`config.mk`:
```
export PLATFORM = sky130hd
export DESIGN_NAME = commutation_sched
export DESIGN_NICKNAME = d
export VERILOG_FILES = /design/src/rtl/commutation_sched.sv
export SDC_FILE = /design/constraint.sdc
export NUM_CORES = 1
export LEC_CHECK = 0
export BUFFER_PORTS_ARGS = -buffer_cell sky130_fd_sc_hd__buf_2
export CELL_PAD_IN_SITES_DETAIL_PLACEMENT = 2
export CELL_PAD_IN_SITES_GLOBAL_PLACEMENT = 2
export CORE_ASPECT_RATIO = 0.5
export CORE_MARGIN = 3
export CORE_UTILIZATION = 33
export DETAILED_ROUTE_END_ITERATION = 16
export HOLD_SLACK_MARGIN = 0.08
export PLACE_DENSITY = 0.77
export SLEW_MARGIN = 20
export SYNTH_ARGS = -nofsm -noshare
export SYNTH_HDL_FRONTEND = slang
export SYNTH_SLANG_ARGS = --single-unit
```
`constraint.sdc`:
```
create_clock -name clk -period 2.7 [get_ports clk]
set_clock_uncertainty 0.15 [all_clocks]
set_input_delay 0.54 -clock clk [delete_from_list [all_inputs] [get_ports clk]]
set_output_delay 0.54 -clock clk [all_outputs]
set_load 0.05 [all_outputs]
```
`src/rtl/commutation_sched.sv`:
```
// commutation_sched: six-step BLDC commutation scheduler.
// Synchronises the Hall inputs and generates the PWM. The Hall code is latched once
// per PWM period. RUN/BRAKE/FAULT are sequenced at period boundaries. The three
// phase gate request pairs are driven from registers.
// Optional feature macro: COMM_CNT_EN counts accepted commutations on comm_cnt.
// When it is undefined, comm_cnt is tied to zero.
module commutation_sched #(
    parameter int PWM_W     = 11,
    parameter int FAULT_PER = 4
) (
    input  logic             clk,
    input  logic             rst_n,
    input  logic             hallGrn,
    input  logic             hallYlw,
    input  logic             hallBlu,
    input  logic [PWM_W-1:0] duty,
    input  logic             en,
    input  logic             brake_n,
    output logic             highGrn,
    output logic             lowGrn,
    output logic             highYlw,
    output logic             lowYlw,
    output logic             highBlu,
    output logic             lowBlu,
    output logic             PWM_synch,
    output logic             fault,
    output logic [15:0]      comm_cnt
);

    localparam int INV_W = $clog2(FAULT_PER + 1);
    localparam logic [INV_W-1:0] INV_MAX = INV_W'(FAULT_PER);

    typedef enum logic [1:0] {IDLE, RUN, BRAKE, FAULT} state_t;
    typedef enum logic [1:0] {PH_Z, PH_F, PH_R, PH_BRK} phase_t;

    logic [2:0]       hall_meta;
    logic [2:0]       hall_sync;
    logic [2:0]       rot_state;
    logic [PWM_W-1:0] cnt;
    logic             cmp;
    state_t           state, state_nxt;
    logic [INV_W-1:0] inv_cnt, inv_nxt, inv_inc;
    phase_t           ph_g, ph_y, ph_b;

    // 000 and 111 cannot occur with correctly spaced Hall sensors
    function automatic logic code_valid(input logic [2:0] c);
        return (c != 3'b000) && (c != 3'b111);
    endfunction

    // phase state plus PWM level -> {hi, lo}; no encoding ever yields 2'b11
    function automatic logic [1:0] enc(input phase_t p, input logic pwm);
        case (p)
            PH_F:    return {pwm, ~pwm};
            PH_R:    return {~pwm, pwm};
            PH_BRK:  return {1'b0, pwm};
            default: return 2'b00;
        endcase
    endfunction

    // two-flop synchroniser for the asynchronous Hall inputs
    always_ff @(posedge clk or negedge rst_n) begin
        if (!rst_n) begin
            hall_meta <= 3'b000;
            hall_sync <= 3'b000;
        end else begin
            hall_meta <= {hallGrn, hallYlw, hallBlu};
            hall_sync <= hall_meta;
        end
    end

    // free-running PWM counter; the period ends on the all-ones count
    always_ff @(posedge clk or negedge rst_n) begin
        if (!rst_n) cnt <= '0;
        else        cnt <= cnt + 1'b1;
    end

    assign PWM_synch = (cnt == '1);
    assign cmp       = (cnt < duty);

    // rotor position only moves at period boundaries so a PWM pulse is never cut short
    always_ff @(posedge clk or negedge rst_n) begin
        if (!rst_n)         rot_state <= 3'b000;
        else if (PWM_synch) rot_state <= hall_sync;
    end

    // state and invalid-code counter registers
    always_ff @(posedge clk or negedge rst_n) begin
        if (!rst_n) begin
            state   <= IDLE;
            inv_cnt <= '0;
        end else begin
            state   <= state_nxt;
            inv_cnt <= inv_nxt;
        end
    end

    // next-state: en low acts at once, everything else waits for a boundary
    always_comb begin
        state_nxt = state;
        inv_nxt   = inv_cnt;
        inv_inc   = (inv_cnt < INV_MAX) ? inv_cnt + 1'b1 : inv_cnt;
        if (!en) begin
            state_nxt = IDLE;
            inv_nxt   = '0;
        end else if (PWM_synch) begin
            if (code_valid(hall_sync)) inv_nxt = '0;
            case (state)
                IDLE:  state_nxt = brake_n ? RUN : BRAKE;
                RUN: begin
                    if (!brake_n) begin
                        state_nxt = BRAKE;
                    end else if (!code_valid(hall_sync)) begin
                        inv_nxt = inv_inc;
                        if (inv_inc == INV_MAX) state_nxt = FAULT;
                    end
                end
                BRAKE: if (brake_n) state_nxt = RUN;
                default: state_nxt = FAULT;
            endcase
        end
    end

    assign fault = (state == FAULT);

    // per-phase drive selection; an invalid latched code floats every phase
    always_comb begin
        ph_g = PH_Z;
        ph_y = PH_Z;
        ph_b = PH_Z;
        case (state)
            RUN: begin
                case (rot_state)
                    3'b101: begin ph_g = PH_F; ph_y = PH_R; end
                    3'b100: begin ph_g = PH_F; ph_b = PH_R; end
                    3'b110: begin ph_y = PH_F; ph_b = PH_R; end
                    3'b010: begin ph_g = PH_R; ph_y = PH_F; end
                    3'b011: begin ph_g = PH_R; ph_b = PH_F; end
                    3'b001: begin ph_y = PH_R; ph_b = PH_F; end
                    default: ;
                endcase
            end
            BRAKE: begin
                ph_g = PH_BRK;
                ph_y = PH_BRK;
                ph_b = PH_BRK;
            end
            default: ;
        endcase
    end

    // registered gate requests, one clock after the PWM compare
    always_ff @(posedge clk or negedge rst_n) begin
        if (!rst_n) begin
            {highGrn, lowGrn} <= 2'b00;
            {highYlw, lowYlw} <= 2'b00;
            {highBlu, lowBlu} <= 2'b00;
        end else if (!en) begin
            {highGrn, lowGrn} <= 2'b00;
            {highYlw, lowYlw} <= 2'b00;
            {highBlu, lowBlu} <= 2'b00;
        end else begin
            {highGrn, lowGrn} <= enc(ph_g, cmp);
            {highYlw, lowYlw} <= enc(ph_y, cmp);
            {highBlu, lowBlu} <= enc(ph_b, cmp);
        end
    end

`ifdef COMM_CNT_EN
    logic [2:0] last_code;

    // count boundaries in RUN where a valid code differs from the last valid one
    always_ff @(posedge clk or negedge rst_n) begin
        if (!rst_n) begin
            comm_cnt  <= 16'h0000;
            last_code <= 3'b000;
        end else if (!en) begin
            comm_cnt  <= 16'h0000;
            last_code <= 3'b000;
        end else if (PWM_synch && state == RUN && code_valid(hall_sync)) begin
            last_code <= hall_sync;
            if (hall_sync != last_code) comm_cnt <= comm_cnt + 16'd1;
        end
    end
`else
    assign comm_cnt = 16'h0000;
`endif

endmodule
```
==> reports/results.ini, run 1 <==
[synthesis]
netlist_area_um2 = 1910
synth-simple-area-share_pct = 18.0
synth_top_area_share_pct = 40.6
synthCells = 194
yosysWarnings = 0
yosysUniqueCellTypes = 49
yosys_register_bits = 31
yosys.area.top_type = dfrtp_1
netlist_top_cells_count = 31 x dfrtp_1, 24 x nand2_1, 18 x ha_1, 16 x buf_4, 16 x inv_1
async_reset_ff_share_pct = 100
yosys_most_used_dff = dfrtp_1
ys_seq_area_share_pct = 40.6
synth_xor_area_share_pct = 5.50
yosysMostFrequentCell = dfrtp_1
synth_top_family_by_area = simple AND/OR/NAND/NOR gates
synth_area_per_cell_um2 = 9.84
synth.area.mux_share_pct = 0.524
synthTopCellsByArea = dfrtp_1 41%, ha_1 12%, buf_4 6.3%, nand2_1 4.7%, inv_1 3.1%
synth_edf_count = 0
yosys.area_share.adder_pct = 11.8
synth_compound_area_share_pct = 11.9

[drt]
vias_per_cell = 4.88
vias = 1419
routed_wl_mm = 4.74
drt_iter0_drc = 37
firstDrtPassIters = 4
wl_per_cell_um = 16.3
drc = 0
postRouteAntennaNets = 0

[global_routing]
grt_max_degree = 32
antenna_found_initial = 0
grt_pass1_vias = 1571
grt_pass1_wl_mm = 8.07
grt_overflow = 0
track_usage_pct = 15.6

[sta]
layout_min_cycle_time_ns = 2.50
tightest_slew_ns = 0.699
setup_viol = 0
rsz0062_at_grt = false
period_share_pct = 92.6
hold_violations = 0
slew_headroom_pct = 53.4
fmax_mhz = 400
finalSetupTns_ns = 0
drv_slew = 0
fin_ws_ns = 0.199
holdWs_ns = 0.158

[worst_setup_path]
crit_family = simple AND/OR/NAND/NOR gates
path_cells = ha_1, and2_2, and3_1, buf_2
crit_arrival_ns = 1.81
critPathCaptureType = output port
r2r_slack_ns = 0.36
path_buf_inv = 1
cp.depth = 4
cp_slowest_cell = dfrtp_1
max_stage_delay_ns = 0.42
required_ns = 2.01
cp-start-kind = register
rr_endpoint = lowGrn$_DFF_PN0_
critPathMaxFanout = 7
crit_path_end = PWM_synch
timing.rr.start = cnt[10]$_DFF_PN0_
setup.worst_path.start = cnt[0]$_DFF_PN0_
worst-r2r-cell-count = 6
setup.worst_path.class = register to output port

[clock_tree]
cts_resized = 0
holdBufCountCts = 0
ctsLongestPathBuffers = 2
clock_latency_ns = 0.28
cts_sinks = 31
postCtsSetupRepairBufs = 0
clk_pin_slew_ns = 0.06
cts_buffers = 5
root_buffer = clkbuf_16
htree_levels = 2
cts_tree = built

[finish]
area_growth_pct = 14.7
insertedDiodeCount = 0
layout.nets = 256
drive_gt1_share_pct = 19.0

[placement]
dpl.hpwl_mm = 3.50
portBuffers = 25
gp_congestion = 0.763
pre_cts_slack_ns = 0.219

[floorplanning]
initial_core_util_pct = 36.4
fp.dieW_um = 114
core_area_um2 = 5250
row_count = 18
die-area_um2 = 6790
dieHeight_um = 59.8
ioPinCount = 42

[run_status]
status = complete, no violations

[job]
cap_violations = 0

[power]
leakage_uw = 0.00118
ir_worst_vdd_mv = 0.228
p_per_area_nw_per_um2 = 555

[min_path]
hold_path_class = primary input to async pin

-- power by group --
group	total [µW]	leakage [µW]	switching, µW	internal (µW)
clock network	648	0.0000838	214	434
logic	95.4	0.000687	78.2	17.3
registers	473	0.000405	3.16	470
-- layout make-up --
type | instances | area, µm²
timing repair buffer | 25 | 125
clock buffer | 5 | 125
multi-input combinational | 141 | 972
inverter | 16 | 60.1
sequential | 31 | 776
fill | 572 | 3060
tap | 70 | 87.6
clock inverter | 3 | 43.8
-- metal layers --
metal	routed length [µm]	share of wire, %	GRT usage, %
met4	85	1.8	5.99
met1	2190	46	19.7
met5	0	0	0
met2	2240	47	26.1
met3	222	4.7	3.94
-- sequential cells by signal (all words and copies together), names as in the netlist --
name,cells
lowGrn,1
highGrn,1
cnt,11
highBlu,1
lowBlu,1
hall_sync,3
state,2
rot_state,3
highYlw,1
lowYlw,1
hall_meta,3
inv_cnt,3
-- worst min path at each step --
stage / startpoint / slack [ns] / end
2_1_floorplan: rst_n / 0.09 / cnt[0]$_DFF_PN0_
3_3_place_gp: hall_meta[0]$_DFF_PN0_ / 0.18 / hall_sync[0]$_DFF_PN0_
3_5_place_dp: hall_meta[0]$_DFF_PN0_ / 0.21 / hall_sync[0]$_DFF_PN0_
4_1_cts: rst_n / 0.19 / cnt[5]$_DFF_PN0_
5_1_grt: hallBlu / 0.21 / hall_meta[0]$_DFF_PN0_
6_report: rst_n / 0.16 / cnt[5]$_DFF_PN0_
-- cell usage in the layout, fill, tap and decap left out, types with 5 or more instances in the layout --
| cell type | instances |
|---|---|
| nand2_1 | 24 |
| conb_1 | 16 |
| dfrtp_1 | 31 |
| ha_1 | 18 |
| inv_1 | 16 |
| xnor2_1 | 6 |
| clkbuf_16 | 5 |
| a21oi_1 | 10 |
| buf_2 | 25 |
| nor2_1 | 11 |
| xor2_1 | 6 |
-- logic make-up (layout without fill, tap and decap cells) --
logic type / count (synthesis) / after routing
compound gates: 30 / 30
xor+xnor: 12 / 12
flops: 31 / 31
fa+ha+maj: 18 / 18
simple gates: 64 / 64
buf+inv: 37 / 49
other cells: 1 / 16
mux: 1 / 1
-- stage by stage --
| stage | std cells | cell area [µm²] | util, % | total power (µW) |
|---|---|---|---|---|
| 2_1_floorplan | 209 | 1970 | - | 563 |
| 3_3_place_gp | 283 | 2020 | 38.5 | 573 |
| 3_5_place_dp | 283 | 2020 | 38.5 | 577 |
| 4_1_cts | 291 | 2190 | 41.7 | 1230 |
| 5_1_grt | 291 | 2190 | 41.7 | 1270 |
| 6_report | 291 | 2190 | 41.7 | 1220 |
No activity file was read; power rests on OpenSTA's default activity.
==> run 2, diff against run 1 <==
CORE_UTILIZATION = 36   (was 33)
PLACE_DENSITY = 0.83   (was 0.77)
clock period = 3.1 ns   (was 2.7 ns; I/O delays follow)
==> reports/results.ini, run 2 (synthesized netlist as in run 1, its figures left out) <==
[placement]
gp_congestion = 0.818
dpl.hpwl_mm = 3.30
portBuffers = 25
place_inst = 283
place_area_um2 = 2020

[drt]
routed_wl_mm = 4.34
postRouteAntennaNets = 0
drc = 0
vias_per_cell = 4.82
drt_iter0_drc = 27
wl_per_cell_um = 14.9
firstDrtPassIters = 4
vias = 1404

[floorplanning]
die-area_um2 = 6270
dieHeight_um = 57.5
initial_core_util_pct = 38.0
core_area_um2 = 5020
row_count = 18
fp.dieW_um = 109
ioPinCount = 42

[clock_tree]
holdBufCountCts = 0
cts_resized = 0
clk_pin_slew_ns = 0.07
cts_sinks = 31
cts_tree = built
clock_latency_ns = 0.28
htree_levels = 2
postCtsSetupRepairBufs = 0
root_buffer = clkbuf_8
ctsLongestPathBuffers = 2
cts_buffers = 5

[worst_setup_path]
path_cells = ha_1, and2_2, and3_1, buf_2
critPathCaptureType = output port
setup.worst_path.class = register to output port
max_stage_delay_ns = 0.43
crit_family = simple AND/OR/NAND/NOR gates
crit_arrival_ns = 1.82
cp_slowest_cell = dfrtp_1
cp-start-kind = register
critPathMaxFanout = 7
path_buf_inv = 1
required_ns = 2.33

[finish]
drive_gt1_share_pct = 19.0
design_area_um2 = 2130
mostFrequentLayoutCells = 31 x dfrtp_1, 25 x buf_2, 24 x nand2_1
top_register = cnt
finalNonFillerCells = 291
insertedDiodeCount = 0
area_growth_pct = 11.7
largest_register_ffs = 11
final_common_cell = dfrtp_1
layout.nets = 256

[power]
ir_worst_vdd_mv = 0.133
leakage_uw = 0.00115
p_per_area_nw_per_um2 = 421

[sta]
fmax_mhz = 386
layout_min_cycle_time_ns = 2.59
slew_headroom_pct = 52.4
rsz0062_at_grt = false
drv_slew = 0
hold_violations = 0
period_share_pct = 83.5
setup_viol = 0
finalSetupTns_ns = 0
tightest_slew_ns = 0.714

[global_routing]
antenna_found_initial = 0
grt_pass1_wl_mm = 7.41
grt_pass1_vias = 1537
grt_overflow = 0
grt_max_degree = 32
track_usage_pct = 15.3

[min_path]
hold_path_class = register to register

[job]
cap_violations = 0

[run_status]
status = complete, no violations

==> run 2: per-layer routing <==
metal,part of all wire (%),GRT usage (%),up-vias
li1,-,-,686
met1,49,19.7,675
met2,46,25.7,37
met3,4.5,3.62,6
met4,0.76,4.86,0
met5,0,0,-
==> run 2: stage by stage <==
| stage | power (µW) | utilization (%) | hold WS (ns) | setup slack (ns) |
|---|---|---|---|---|
| 4_1_cts | 907 | 42.5 | 0.210 | 0.469 |
| 5_1_grt | 936 | 42.5 | 0.226 | 0.361 |
| 6_report | 898 | 42.5 | 0.207 | 0.512 |
| 3_5_place_dp | 501 | 40.2 | 0.193 | 0.535 |
| 2_1_floorplan | 491 | - | 0.174 | 0.857 |
| 3_3_place_gp | 499 | 40.2 | 0.181 | 0.643 |
==> run 2: final cells by class <==
type                       count  area, µm²
fill                         568       2890
multi-input combinational    141        972
sequential                    31        776
timing repair buffer          25        125
tap                           70       87.6
clock buffer                   5       68.8
inverter                      16       60.1
clock inverter                 3       43.8
==> run 2: power by group <==
group / total, µW / internal, µW / switching (µW)
Clock: 405 / 239 / 166
Combinational: 82.9 / 15.0 / 68.0
Sequential: 410 / 408 / 2.00
Total: 898 / 662 / 236
==> run 2: final timing paths <==
kind | start | to | slack, ns | cells past startpoint
worst min-delay path | hall_meta[1]$_DFF_PN0_ | hall_sync[1]$_DFF_PN0_ | 0.21 | 0
max in group asynchronous | rst_n | hall_meta[2]$_DFF_PN0_ | 2.11 | 1
worst max-delay path | cnt[0]$_DFF_PN0_ | PWM_synch | 0.51 | 4
worst max register to register | cnt[10]$_DFF_PN0_ | lowGrn$_DFF_PN0_ | 0.80 | 6
min in group asynchronous | rst_n | lowYlw$_DFF_PN0_ | 0.23 | 1
worst min register to register | hall_meta[1]$_DFF_PN0_ | hall_sync[1]$_DFF_PN0_ | 0.21 | 0
